## src/rtl/adc_sar_logic.sv

```systemverilog
// SAR ADC controller: sample phase, binary-search bit trials on the capacitive DAC,
// and a registered result word with a one-cycle finish pulse.
module adc_sar_logic #(
    parameter int RESOLUTION   = 12,
    parameter int SAMPLE_CNT_W = 4
) (
    input  logic                    clk_dig_in,
    input  logic                    rst_in,
    input  logic                    en_in,
    input  logic                    comp_result_in,
    input  logic [SAMPLE_CNT_W-1:0] sample_cycles_in,
    output logic                    sample_p_out,
    output logic                    sample_n_out,
    output logic                    nsample_p_out,
    output logic                    nsample_n_out,
    output logic [RESOLUTION-1:0]   dac_p_out,
    output logic [RESOLUTION-1:0]   dac_n_out,
    output logic [RESOLUTION-1:0]   result_out,
    output logic                    conv_finished_out,
    output logic                    busy_out
);

    localparam int IDX_W = $clog2(RESOLUTION);
    localparam logic [RESOLUTION-1:0] MSB_CODE = {1'b1, {(RESOLUTION-1){1'b0}}};

    typedef enum logic [1:0] {
        IDLE,
        SAMPLE,
        CONV,
        DONE
    } state_t;

    state_t                  state;
    logic [SAMPLE_CNT_W-1:0] sample_cnt;
    logic [IDX_W-1:0]        bit_idx;
    logic [RESOLUTION-1:0]   code;
    logic [RESOLUTION-1:0]   resolved;
    logic [RESOLUTION-1:0]   next_trial;

    // NOTE: every always_comb output is given a full default first so no latch is inferred.
    always_comb begin
        resolved           = code;
        resolved[bit_idx]  = comp_result_in;
        next_trial         = resolved;
        if (bit_idx != '0) begin
            next_trial[bit_idx - 1'b1] = 1'b1;
        end
    end

    always_ff @(posedge clk_dig_in or posedge rst_in) begin
        if (rst_in) begin
            state             <= IDLE;
            sample_cnt        <= '0;
            bit_idx           <= '0;
            code              <= '0;
            sample_p_out      <= 1'b1;
            sample_n_out      <= 1'b1;
            nsample_p_out     <= 1'b0;
            nsample_n_out     <= 1'b0;
            dac_p_out         <= '0;
            dac_n_out         <= '0;
            result_out        <= '0;
            conv_finished_out <= 1'b0;
            busy_out          <= 1'b0;
        end else begin
            conv_finished_out <= 1'b0;
            case (state)
                IDLE: begin
                    if (en_in) begin
                        state      <= SAMPLE;
                        busy_out   <= 1'b1;
                        sample_cnt <= sample_cycles_in;
                    end
                end

                SAMPLE: begin
                    if (!en_in) begin
                        state    <= IDLE;
                        busy_out <= 1'b0;
                    end else if (sample_cnt != '0) begin
                        sample_cnt <= sample_cnt - 1'b1;
                    end else begin
                        state         <= CONV;
                        sample_p_out  <= 1'b0;
                        sample_n_out  <= 1'b0;
                        nsample_p_out <= 1'b1;
                        nsample_n_out <= 1'b1;
                        code          <= MSB_CODE;
                        dac_p_out     <= MSB_CODE;
                        dac_n_out     <= ~MSB_CODE;
                        bit_idx       <= IDX_W'(RESOLUTION - 1);
                    end
                end

                CONV: begin
                    // Abort wins even on the final trial edge: no result, no pulse.
                    if (!en_in) begin
                        state         <= IDLE;
                        busy_out      <= 1'b0;
                        sample_p_out  <= 1'b1;
                        sample_n_out  <= 1'b1;
                        nsample_p_out <= 1'b0;
                        nsample_n_out <= 1'b0;
                        dac_p_out     <= '0;
                        dac_n_out     <= '0;
                    end else begin
                        code      <= next_trial;
                        dac_p_out <= next_trial;
                        dac_n_out <= ~next_trial;
                        if (bit_idx == '0) begin
                            state             <= DONE;
                            result_out        <= resolved;
                            conv_finished_out <= 1'b1;
                        end else begin
                            bit_idx <= bit_idx - 1'b1;
                        end
                    end
                end

                DONE: begin
                    sample_p_out  <= 1'b1;
                    sample_n_out  <= 1'b1;
                    nsample_p_out <= 1'b0;
                    nsample_n_out <= 1'b0;
                    dac_p_out     <= '0;
                    dac_n_out     <= '0;
                    if (en_in) begin
                        state      <= SAMPLE;
                        sample_cnt <= sample_cycles_in;
                    end else begin
                        state    <= IDLE;
                        busy_out <= 1'b0;
                    end
                end

                default: begin
                    state    <= IDLE;
                    busy_out <= 1'b0;
                end
            endcase
        end
    end

endmodule

```

## config.mk

```make
export PLATFORM = sky130hd
export DESIGN_NAME = adc_sar_logic
export DESIGN_NICKNAME = d
export VERILOG_FILES = /design/src/rtl/adc_sar_logic.sv
export SDC_FILE = /design/constraint.sdc
export NUM_CORES = 1
export LEC_CHECK = 0
export BUFFER_PORTS_ARGS = -buffer_cell sky130_fd_sc_hd__buf_4
export CORE_MARGIN = 2
export CORE_UTILIZATION = 40
export CTS_CLUSTER_DIAMETER = 150
export CTS_CLUSTER_SIZE = 40
export DETAILED_ROUTE_END_ITERATION = 10
export GPL_ROUTABILITY_DRIVEN = 1
export PLACE_DENSITY = 0.65
export REMOVE_ABC_BUFFERS = 1
export SYNTH_ARGS = -nofsm -noshare
export SYNTH_HDL_FRONTEND = slang
export SYNTH_SLANG_ARGS = --single-unit
export TNS_END_PERCENT = 20
```

## constraint.sdc

```tcl
create_clock -name clk_dig_in -period 1.97 [get_ports clk_dig_in]
set_clock_uncertainty 0.15 [all_clocks]
set_input_delay 0.2955 -clock clk_dig_in [delete_from_list [all_inputs] [get_ports clk_dig_in]]
set_output_delay 0.2955 -clock clk_dig_in [all_outputs]
set_load 0.005 [all_outputs]
```

## Yosys cells after proc, flatten, opt, wreduce, memory -nomap -nowiden

Cells that the tools add are included.

| word-level totals | value |
|---|---|
| bits in registers | 62 |
| output and inout bits | 42 |
| logic and storage cells | 97 |

| cells by class | value |
|---|---|
| $add $sub $neg | 2 |
| order comparisons | 4 |
| equal/unequal tests | 14 |
| multiplexer cells | 45 |
| bitwise operators | 2 |
| reductions and logical operators | 19 |

Operators with widths:

| operator | number |
|---|---|
| 12-bit two-way mux | 8 |
| 12-bit case mux with 3 select lines | 2 |
| 4-bit two-way mux | 7 |
| 12-bit case mux with 2 select lines | 1 |
| 2-bit != test, second input constant | 8 |
| 4-bit case mux with 2 select lines | 2 |
| 1-bit two-way mux | 13 |
| 12-bit bitwise mux | 1 |
| 12-bit inverter | 1 |
| 12-bit OR | 1 |
| 4-bit AND reduction | 3 |
| 4-bit by 5-bit < comparator with 1-bit output, second input constant | 2 |
| 2-bit two-way mux | 5 |
| 3-bit AND reduction | 3 |
| 1-bit demux with 4-bit select | 2 |
| 4-bit by 1-bit >= comparator with 1-bit output, second input constant | 2 |
| 2-bit case mux with 4 select lines | 1 |
| 4-bit nonzero test | 2 |
| 4-bit by 1-bit subtractor with 4-bit output, second input constant | 2 |
| 3-bit != test, second input constant | 2 |
| 1-bit case mux with 3 select lines | 2 |
| 5-bit AND reduction | 1 |
| 2-bit == test, second input constant | 2 |
| 4-bit logical NOT | 1 |
| 10 further kinds | 12 |

## Depth between registers and ports, before layout

Gate-level depths: netlist of run 1.

| logic depth | value |
|---|---|
| word-level depth | 10 |
| gate-level depth with buffers | 8 |
| mapped depth without buffers | 7 |

## Worst setup path after synthesis of run 1

No wires, ideal clock.

| timing path | value |
|---|---|
| kind | reg-to-reg |
| start point | reg bit_idx[0] |
| end point | reg dac_n_out[5] |
| library setup time | 0.121 ns |
| arrival time | 1.814 ns |
| data required time | 1.699 ns |
| setup slack | -0.116 ns |
| stages on the path, launching flop included | 8 |
| path buffers | 0 |
| clock period less this slack | 2.086 ns |
| cell sequence | dfrtp_1 inv_1 ha_1 nor3b_2 or3_1 o211ai_1 nor2_1 o22a_1 |

| on the way | value |
|---|---|
| cells in the longest elaborated chain, start to end | 10 |

RTL lines:

| what | line | RTL |
|---|---|---|
| start: declaration | 35 | `logic [IDX_W-1:0] bit_idx;` |
| start signal: assignment | 91 | `bit_idx <= IDX_W'(RESOLUTION - 1);` |
| start signal: assignment | 115 | `bit_idx <= bit_idx - 1'b1;` |
| 4-bit by 1-bit subtractor with 4-bit output, or another cell as far along | 46 | `next_trial[bit_idx - 1'b1] = 1'b1;` |
| 4-bit by 5-bit < comparator with 1-bit output (implied by the code), or another cell as far along | 46 |  |
| 1-bit logical AND (implied by the code) / 1-bit two-way mux (equally long branches) | 46, 43 |  |
| 1-bit two-way mux (implied by the code) / 1-bit demux with 4-bit select (equally long branches) | 46, 43 |  |
| 1-bit demux with 4-bit select / 12-bit bitwise mux (equally long branches) | 46, 43 |  |
| 12-bit OR (no line) | - |  |
| 12-bit two-way mux * | 45 | `if (bit_idx != '0) begin` |
| 12-bit inverter * | 109 | `dac_n_out <= ~next_trial;` |
| 12-bit two-way mux * | 97 | `if (!en_in) begin` |
| 12-bit case mux with 3 select lines * | 67 | `case (state)` |
| end signal: assignment | 90 | `dac_n_out <= ~MSB_CODE;` |
| end signal: assignment | 109 |  |
| end: declaration | 17 | `output logic [RESOLUTION-1:0] dac_n_out,` |

Every way passes the cells marked *; elsewhere a longest branch is shown, timed or not.
A chain may end at the register's enable or synchronous reset.

## Worst setup path after layout of run 1

| timing path | value |
|---|---|
| start point | reg bit_idx[0] |
| end point | reg code[9] |

| on the way | value |
|---|---|
| cells in the longest elaborated chain, start to end | 9 |

RTL lines:

| what | line | RTL |
|---|---|---|
| 4-bit by 1-bit subtractor with 4-bit output, or another cell as far along | 46 |  |
| 4-bit by 5-bit < comparator with 1-bit output (implied by the code), or another cell as far along | 46 |  |
| 1-bit logical AND (implied by the code) / 1-bit two-way mux (equally long branches) | 46, 43 |  |
| 1-bit two-way mux (implied by the code) / 1-bit demux with 4-bit select (equally long branches) | 46, 43 |  |
| 1-bit demux with 4-bit select / 12-bit bitwise mux (equally long branches) | 46, 43 |  |
| 12-bit OR (no line) | - |  |
| 12-bit two-way mux * | 45 |  |
| 12-bit two-way mux * | 97 |  |
| 12-bit case mux with 2 select lines * | 67 |  |
| end signal: assignment | 107 | `code <= next_trial;` |
| end: declaration | 36 | `logic [RESOLUTION-1:0] code;` |

Every way passes the cells marked *; elsewhere a longest branch is shown, timed or not. The select of a mux whose other input is x is not followed.

==> results of run 1 <==
per-layer routing:
layer	GRT usage	vias to the layer above
li1	-	1350
met1	0.2628	1385
met2	0.3645	70
met3	0.05318	12
met4	0.05918	0
met5	0	-
cells in the mapped netlist (8+ instances only):
cell,count
inv_1,12
o22a_1,10
ha_1,12
a21oi_1,25
dfrtp_1,61
o21ai_0,11
mux2i_1,14
nand2_1,26
nor2_1,31
o211ai_1,8
nor2b_1,8
a22o_1,18
report_power, final:
group          switching [mW]  internal (mW)
clock network           0.578          0.730
logic                    1.94           2.02
registers               0.298           1.70
total                    2.82           4.45
cell families (layout without fill, tap and decap cells):
group                      Yosys count  count (layout)  share of synthesized area
DFF                                 62              62                     0.4840
muxes                               18              18                    0.05889
buffers and inverters               30             141                    0.04602
adders and majority gates           12              12                    0.04680
AOI/OAI and AO/OA                   95              95                     0.2055
and+or+nand+nor                     99             100                     0.1587
state kept, by name, indices dropped and copies added (netlist names), 2 cells and up:
register,cells
bit_idx,4
code,12
dac_n_out,12
dac_p_out,12
result_out,12
sample_cnt,4
state,2
per-stage QoR:
step / TNS [ps] / cells
final: -193.3 / 530
after global routing: -2160 / 530
after CTS: -90.24 / 527
after detailed placement: -1809 / 509
after global placement: -1117 / 509
after floorplan: -5529 / 298
worst min-delay path, cell delays in order:
cell     delay, ps
buf_4          110
nor2_1          80
o31ai_1         70
what timing repair did:
action | 4_1_cts | 5_1_grt
hold endpoints to repair | 14 | 0
setup buffers | 1 | 2
endpoints found under the setup margin | 33 | 50
cloned | 0 | 1
gates resized for setup | 16 | 32
pin swaps | 0 | 13
hold buffers | 1 | 0
cell type report:
| type | instances | share of cell area |
|---|---|---|
| Inverter | 12 | 0.009948 |
| Multi-Input combinational cell | 225 | 0.3708 |
| Clock buffer | 9 | 0.02736 |
| Sequential cell | 62 | 0.3432 |
| Clock inverter | 7 | 0.02266 |
| Timing Repair Buffer | 113 | 0.1978 |
| Tap cell | 102 | 0.02818 |
how the worst max path moves through the flow:
stage,to
floorplan,dac_n_out[8]
detailed placement,dac_p_out[4]
CTS,dac_p_out[9]
global route,code[9]
global placement,dac_p_out[4]
finish,code[9]
==> results.ini, run 1 <==
[worst_setup_path]
critical_path_class = reg2reg
arrival_ps = 2120
critPathTopFamily = compound AO/OA/AOI/OAI gates
rr_worst_depth = 8
regToRegSetupSlack_ps = -60
startpoint = bit_idx[0]
reg2reg_from = bit_idx[0]
slowest_stage = dfrtp_1
crit_path_max_fanout = 5
required_ps = 2060
timing.rr.end = code[9]
end_kind = flop
worst-path-buf-inv = 2
critical_path_depth = 8
crit_chain = inv_2, ha_4, nor3b_4, nor4_1, a21oi_1, o21ai_1, buf_4, a22o_1
start_kind = flop
max_stage_delay_ps = 390

[synthesis]
synth.avg_cell_area_sq_um = 10.15
yosysSeqAreaShare = 0.4840
yosysTopAreaCellShare = 0.4758
synth_area_leaders = dfrtp_1, a22o_1, ha_1
ys.flop_type = dfrtp_1
yosys_warnings = 0
synthCells = 316
syn_area_sq_um = 3208
ys_types = 50
async_reset_ff_frac = 1.000
synth_seq_cells = 62
synth_edf_count = 0
synth.largest_area_cell = dfrtp_1

[global_route]
grt_max_degree = 25
grt_pass1_vias = 2859
antenna_found_initial = 0
grt.overflow.total = 0
grt_pass1_wl_um = 14190
grt_usage = 0.2113

[route]
via_per_inst = 5.315
wl_met1_um = 3778
wl_per_cell_um = 16.60
wl_um = 8799
route.met2.wl_um = 4505
antenna_left = 0
drt_iter0_markers = 138
dr_wl_met3_um = 384
top_layer = met4
drtPass1Iterations = 4
via_count = 2817
drc = 0

[sta]
finalCritPeriodShare = 1.031
fmax_mhz = 492.5
worst_pin_slew_ps = 601.4
hold_slack_ps = 94.58
setup_viol = 9
slew_viol_final = 0
rsz0062_at_grt = true
hold_viol_final = 0
period_minus_slack_ps = 2030
max_slew_margin = 0.5964
fin_ws_ps = -60.46

[cts]
clk_latency_ps = 350
cts-root-buf = clkbuf_8
cts_made_buffers = 9
htreeDepth = 3
clkTransAtPathRegs_ps = 80
cts.sinks = 62
cts_max_path_buffers = 2
cts_tree = built

[outcome]
violations = negative setup slack
outcome = finished, violations left

[floorplan]
initial_core_util = 0.4130
die_w_um = 93.56
fp.dieH_um = 93.56
io_pins = 50
num_rows = 32
core_sq_um = 7767
dieArea_sq_um = 8753

[run]
drv_cap = 0

[finish]
finish.utilization = 0.5830
layout-drive-gt1-share = 0.4112
final_cell_area_sq_um = 4528
final_nets = 443
num_antenna_cells = 0
seq_area_sq_um = 1554
fill_cells = 693
multi_input_area_sq_um = 1679
final_common_cell = buf_4
final_cell_mix = buf_4, dfrtp_1, nor2_1
areaGrowthSynthToFinish_pct = 41.15

[place]
dp_hpwl_um = 6241
postPlaceCellArea_sq_um = 4089
place_congestion = 0.9181
port_buffers = 49
pre_cts_ws_ps = -179.5

[pwr]
leakage_nw = 2.095
total_power_mw = 7.271
power_density_nw_per_um2 = 1606
vdd_drop_max_v = 0.0009869

[worst_hold_path]
holdCritStartpoint = sample_cycles_in[0]
min_to = sample_cnt[0]
hold_depth = 3
min_path_type = in2reg

Power figures use the tool's default switching activity.
==> inputs of run 2 (changes only) <==
- ABC_AREA: not set -> 1
- GPL_ROUTABILITY_DRIVEN: 1 -> not set
==> run 2 against run 1 <==
Compared with the run above:
- the run now ends clean
- sequential share of layout area is 4.9 points higher
- maximum frequency is 11% higher
- cell area is 13% lower
- count of clock-buffer cells in the layout is 1 higher
- clock power is 32% lower
- synthesized cell count is 35% higher
- first-iteration DRC count is 28% lower
- global-route usage is 2.2 points lower
- sequential cell count stayed put
- register-to-register slack better by 200 ps
- worst setup slack better by 200 ps
- synthesized area is 1.7% higher
- largest cell class is now registers
- largest power group unchanged
==> results.ini, run 2 <==
[finish]
fill_cells = 766
layout-drive-gt1-share = 0.1947
areaGrowthSynthToFinish_pct = 21.37
multi_input_area_sq_um = 1466
final_nets = 509
final_cell_area_sq_um = 3959
final_common_cell = nand2_1
num_antenna_cells = 0
seq_area_sq_um = 1554
final_cell_mix = nand2_1, dfrtp_1, buf_4

[global_route]
antenna_found_initial = 0
grt.overflow.total = 0
grt_pass1_vias = 2776
grt_usage = 0.1893
grt_pass1_wl_um = 12920
grt_max_degree = 26

[synthesis]
synth.avg_cell_area_sq_um = 7.621
syn_area_sq_um = 3262
yosysMostFrequentCell = nand2_1
async_reset_ff_frac = 1.000
yosysTopAreaCellShare = 0.4680
synth_seq_cells = 62
yosysSeqAreaShare = 0.4760
synthCells = 428
synth_area_leaders = dfrtp_1, nand2_1, nand3_1
ys_top_cells_by_count = nand2_1, dfrtp_1, nand3_1, inv_1, nor2_1
ys.flop_type = dfrtp_1
synth.largest_area_cell = dfrtp_1
ys_types = 25
yosys_warnings = 0
synth_edf_count = 0

[route]
drc = 0
via_count = 2875
drt_iter0_markers = 99
antenna_left = 0
drtPass1Iterations = 5
via_per_inst = 4.873
wl_per_cell_um = 13.18
wl_um = 7776

[cts]
cts_made_buffers = 9
cts_max_path_buffers = 2
htreeDepth = 3
clkTransAtPathRegs_ps = 70
cts.sinks = 62
cts-root-buf = clkbuf_8
cts_tree = built
clk_latency_ps = 340

[floorplan]
fp.dieH_um = 94.31
io_pins = 50
core_sq_um = 7807
die_w_um = 94.31
initial_core_util = 0.4178
num_rows = 32
dieArea_sq_um = 8893

[run]
drv_cap = 0

[worst_setup_path]
startpoint = state[1]
crit_path_max_fanout = 13
slowest_stage = dfrtp_1
required_ps = 2050
arrival_ps = 1900
start_kind = flop
reg2reg_from = state[1]
critical_path_depth = 9
critical_path_class = reg2reg
max_stage_delay_ps = 440
worst-path-buf-inv = 4
rr_worst_depth = 9
critPathTopFamily = buffers and inverters
end_kind = flop
crit_chain = inv_1, ha_2, nand2_2, buf_4, nand4_1, buf_4, nand2_1, inv_1, nand2_1

[place]
pre_cts_ws_ps = 98.38
postPlaceCellArea_sq_um = 3755
port_buffers = 49
dp_hpwl_um = 5442
place_congestion = 0.9217

[outcome]
outcome = finished clean

[worst_hold_path]
min_path_type = in2reg
hold_depth = 4
holdCritStartpoint = sample_cycles_in[3]

[sta]
hold_viol_final = 0
period_minus_slack_ps = 1829
finalCritPeriodShare = 0.9285
worst_pin_slew_ps = 518.7
fmax_mhz = 546.7
fin_ws_ps = 140.9
setup_viol = 0
max_slew_margin = 0.6537
slew_viol_final = 0

[pwr]
vdd_drop_max_v = 0.0008865
leakage_nw = 2.218
power_density_nw_per_um2 = 1415

==> run 2: cell count changes in the layout (fill, tap and decap cells not counted), sizes merged, moves of 11 or more <==
cell,delta
inv,+27
buf,-49
nand3,+39
mux2i,-14
a21oi,-13
o22a,-11
a22o,-18
nand2,+156
==> run 2: layout make-up <==
cell class | instances | share of cell area
Timing Repair Buffer | 64 | 0.1293
Tap cell | 102 | 0.03224
Inverter | 43 | 0.04077
Multi-Input combinational cell | 309 | 0.3704
Clock buffer | 10 | 0.03477
Sequential cell | 62 | 0.3925
==> run 2: layer usage <==
| metal | vias up | global-route usage | part of all wire |
|---|---|---|---|
| li1 | 1460 | - | - |
| met1 | 1320 | 0.2404 | 0.45 |
| met2 | 82 | 0.3131 | 0.47 |
| met3 | 13 | 0.06501 | 0.065 |
| met4 | 0 | 0.04348 | 0.014 |
| met5 | - | 0 | 0 |
==> run 2: timing repair <==
action,in CTS,in global routing
endpoints found under the hold margin,21,0
resized for setup,0,7
setup buffers,0,2
hold buffers,1,0
endpoints found under the setup margin,0,49
==> run 2: worst min-delay path: stages <==
cell and delay, ps:
buf_4 70, or2_2 90, nand3_1 70, nand2_1 50
==> run 2: path summary, 6_finish.rpt <==
path | endpoint | slack [ps]
max | dac_n_out[8] | 140
min | sample_cnt[3] | 110
max reg2reg | dac_n_out[8] | 140
min reg2reg | code[0] | 330
max in group asynchronous | code[8] | 630
min in group asynchronous | dac_p_out[3] | 410
==> run 2: cells by family after synthesis <==
group           count (synthesis)  share of synthesized area
flops                          62                     0.4760
simple gates                  258                     0.3372
compound gates                 38                    0.05907
fa+ha+maj                      12                    0.04603
buf+inv                        58                    0.08170
==> run 2: report_power, final <==
group	leakage, nW	internal [mW]	switching [mW]
clock network	0.0719	0.448	0.438
registers	0.801	1.63	0.257
logic	1.34	1.07	1.76
total	2.22	3.15	2.45
==> run 2: metrics by stage <==
step / instances / utilization / power (mW) / hold slack (ps) / setup TNS (ps)
2_1_floorplan: 413 / - / 3.664 / 284.3 / -929.8
3_3_place_gp: 576 / 0.4809 / 4.599 / 213.3 / 0
3_5_place_dp: 576 / 0.4809 / 4.653 / 220.8 / 0
4_1_cts: 587 / 0.4998 / 5.564 / 105.0 / 0
5_1_grt: 590 / 0.5071 / 6.149 / 111.7 / -9.019
6_report: 590 / 0.5071 / 5.603 / 112.8 / 0
==> inputs of run 3 (changes only) <==
- CORE_UTILIZATION: 40 -> 45
- PLACE_DENSITY: 0.65 -> 0.71
==> run 3 against run 2 <==
Compared with the run above:
- clock power is 29% higher
- sequential share of layout area decreased by 0.86 points
- combinational power grew 4%
- count of clock-buffer cells in the layout increased by 2
- register-to-register slack got worse by 50 ps
- first-iteration DRC count up 62%
- cell count increased by 1.2%
- cell area grew 2.2%
- critical endpoint is now result_out[3]
- largest power group unchanged
- highest routed layer unchanged
==> results.ini, run 3 (synthesized netlist as in run 2, its figures left out) <==
[outcome]
outcome = finished clean

[place]
dp_hpwl_um = 5558
port_buffers = 49
dpl.cell_count = 576
place_congestion = 0.9029
pre_cts_ws_ps = -18.55

[cts]
htreeDepth = 3
clk_latency_ps = 340
cts.sinks = 62
cts-root-buf = clkbuf_8
clkTransAtPathRegs_ps = 70
cts_made_buffers = 9
cts_tree = built
cts_max_path_buffers = 2

[global_route]
busiest_layer = met2
grt_pass1_wl_um = 12840
grt_use_met1 = 0.2805
grt_max_degree = 39
use_met3 = 0.03324
grt_pass1_vias = 2757
grt_usage = 0.2117
antenna_found_initial = 0
grt.overflow.total = 0
met2_usage = 0.3502

[worst_hold_path]
min_path_type = in2reg

[worst_setup_path]
critical_path_class = reg2reg
crit_path_max_fanout = 11
start_kind = flop
required_ps = 2040
arrival_ps = 1950
end_kind = flop

[sta]
tns_ps = 0
fin_ws_ps = 89.07
hold_slack_ps = 126.8
period_minus_slack_ps = 1881
slew_viol_final = 0
worst_pin_slew_ps = 489.6
finalCritPeriodShare = 0.9548
fmax_mhz = 531.7
setup_viol = 0
max_slew_margin = 0.6736
hold_viol_final = 0

[route]
via_per_inst = 4.777
via_count = 2852
drc = 0
wl_um = 8117
antenna_left = 0
drt_iter0_markers = 160
drtPass1Iterations = 4
wl_per_cell_um = 13.60

[pwr]
power_density_nw_per_um2 = 1468
leakage_nw = 2.261
switching_share = 0.4278
comb_power_share = 0.495
vdd_drop_max_v = 0.0008124
total_power_mw = 5.940
seq_power_share = 0.313
p_switching_mw = 2.541
clkPwrFrac = 0.191
p_int_mw = 3.399

[finish]
final_common_cell = nand2_1
final_nets = 513
areaGrowthSynthToFinish_pct = 24.09
layout-drive-gt1-share = 0.2068
final_cell_mix = nand2_1, buf_4, dfrtp_1
finalNonFillerCells = 597
fill_cells = 705
num_antenna_cells = 0

[floorplan]
dieArea_sq_um = 7946
fp.dieH_um = 89.14
die_w_um = 89.14
initial_core_util = 0.4570
core_sq_um = 7137
num_rows = 31
io_pins = 50

[run]
drv_cap = 0

-- run 3: changes by cell type in the layout (fill, tap and decap cells not counted), moves of 2 or more --
cell | previous run | this run
clkinv_2 | 0 | 3
buf_4 | 60 | 63
clkinvlp_4 | 0 | 3
ha_2 | 3 | 1
-- run 3: metal layers --
metal  vias up  wire, um
met5         -         0
met4         0       107
met3         9       245
met2        57      3965
met1      1319      3798
li1       1467         -
-- run 3: power by group through the flow --
stage | Sequential, mW | Combinational, mW | Clock [mW]
floorplan | 1.89 | 1.77 | 0
global placement | 1.87 | 2.82 | 0
detailed placement | 1.88 | 2.87 | 0
CTS | 1.86 | 2.90 | 1.16
global route | 1.90 | 3.39 | 1.22
finish | 1.86 | 2.94 | 1.14
-- run 3: critical path, cell delays in order (launching register included) --
cell and delay [ps]:
dfrtp_1 510, nor2_4 210, nand2_2 120, nor2_4 280, clkinvlp_4 300, nand2_1 110
o21ai_0 70
-- run 3: cell type report --
cell class              instances  area (sq um)  area share
multi-input cells             309          1471      0.3635
clock inverters                 4         45.04     0.01113
inverters                      43         165.2     0.04080
clock buffers                  12         155.1     0.03833
well taps                      99         123.9     0.03060
flip-flops and latches         62          1554      0.3839
repair inverters                2         15.01    0.003709
repair buffers                 66         518.0      0.1280
-- run 3: through the flow --
step / util / instance area [sq um]
after CTS: 0.5565 / 3971
after floorplan: - / 3157
after global placement: 0.5270 / 3761
after global routing: 0.5671 / 4048
final: 0.5671 / 4048
after detailed placement: 0.5270 / 3761
-- run 3: path summary, 6_finish.rpt --
| path | from | to | slack [ps] | depth (start not counted) |
|---|---|---|---|---|
| worst max register to register | bit_idx[2] | result_out[3] | 90 | 6 |
| worst min-delay path | sample_cycles_in[3] | sample_cnt[3] | 130 | 4 |
| worst min register to register | code[0] | code[0] | 330 | 2 |
| max in group asynchronous | rst_in | dac_p_out[6] | 830 | 4 |
| min in group asynchronous | rst_in | dac_p_out[9] | 430 | 4 |
| worst max-delay path | bit_idx[2] | result_out[3] | 90 | 6 |
-- run 3: timing repair --
item	CTS	global route
endpoints found under the setup margin	6	56
endpoints found under the hold margin	61	0
pin swaps	0	3
gates cloned	0	3
buffers inserted	0	1
hold buffers	1	0
resized for setup	0	11
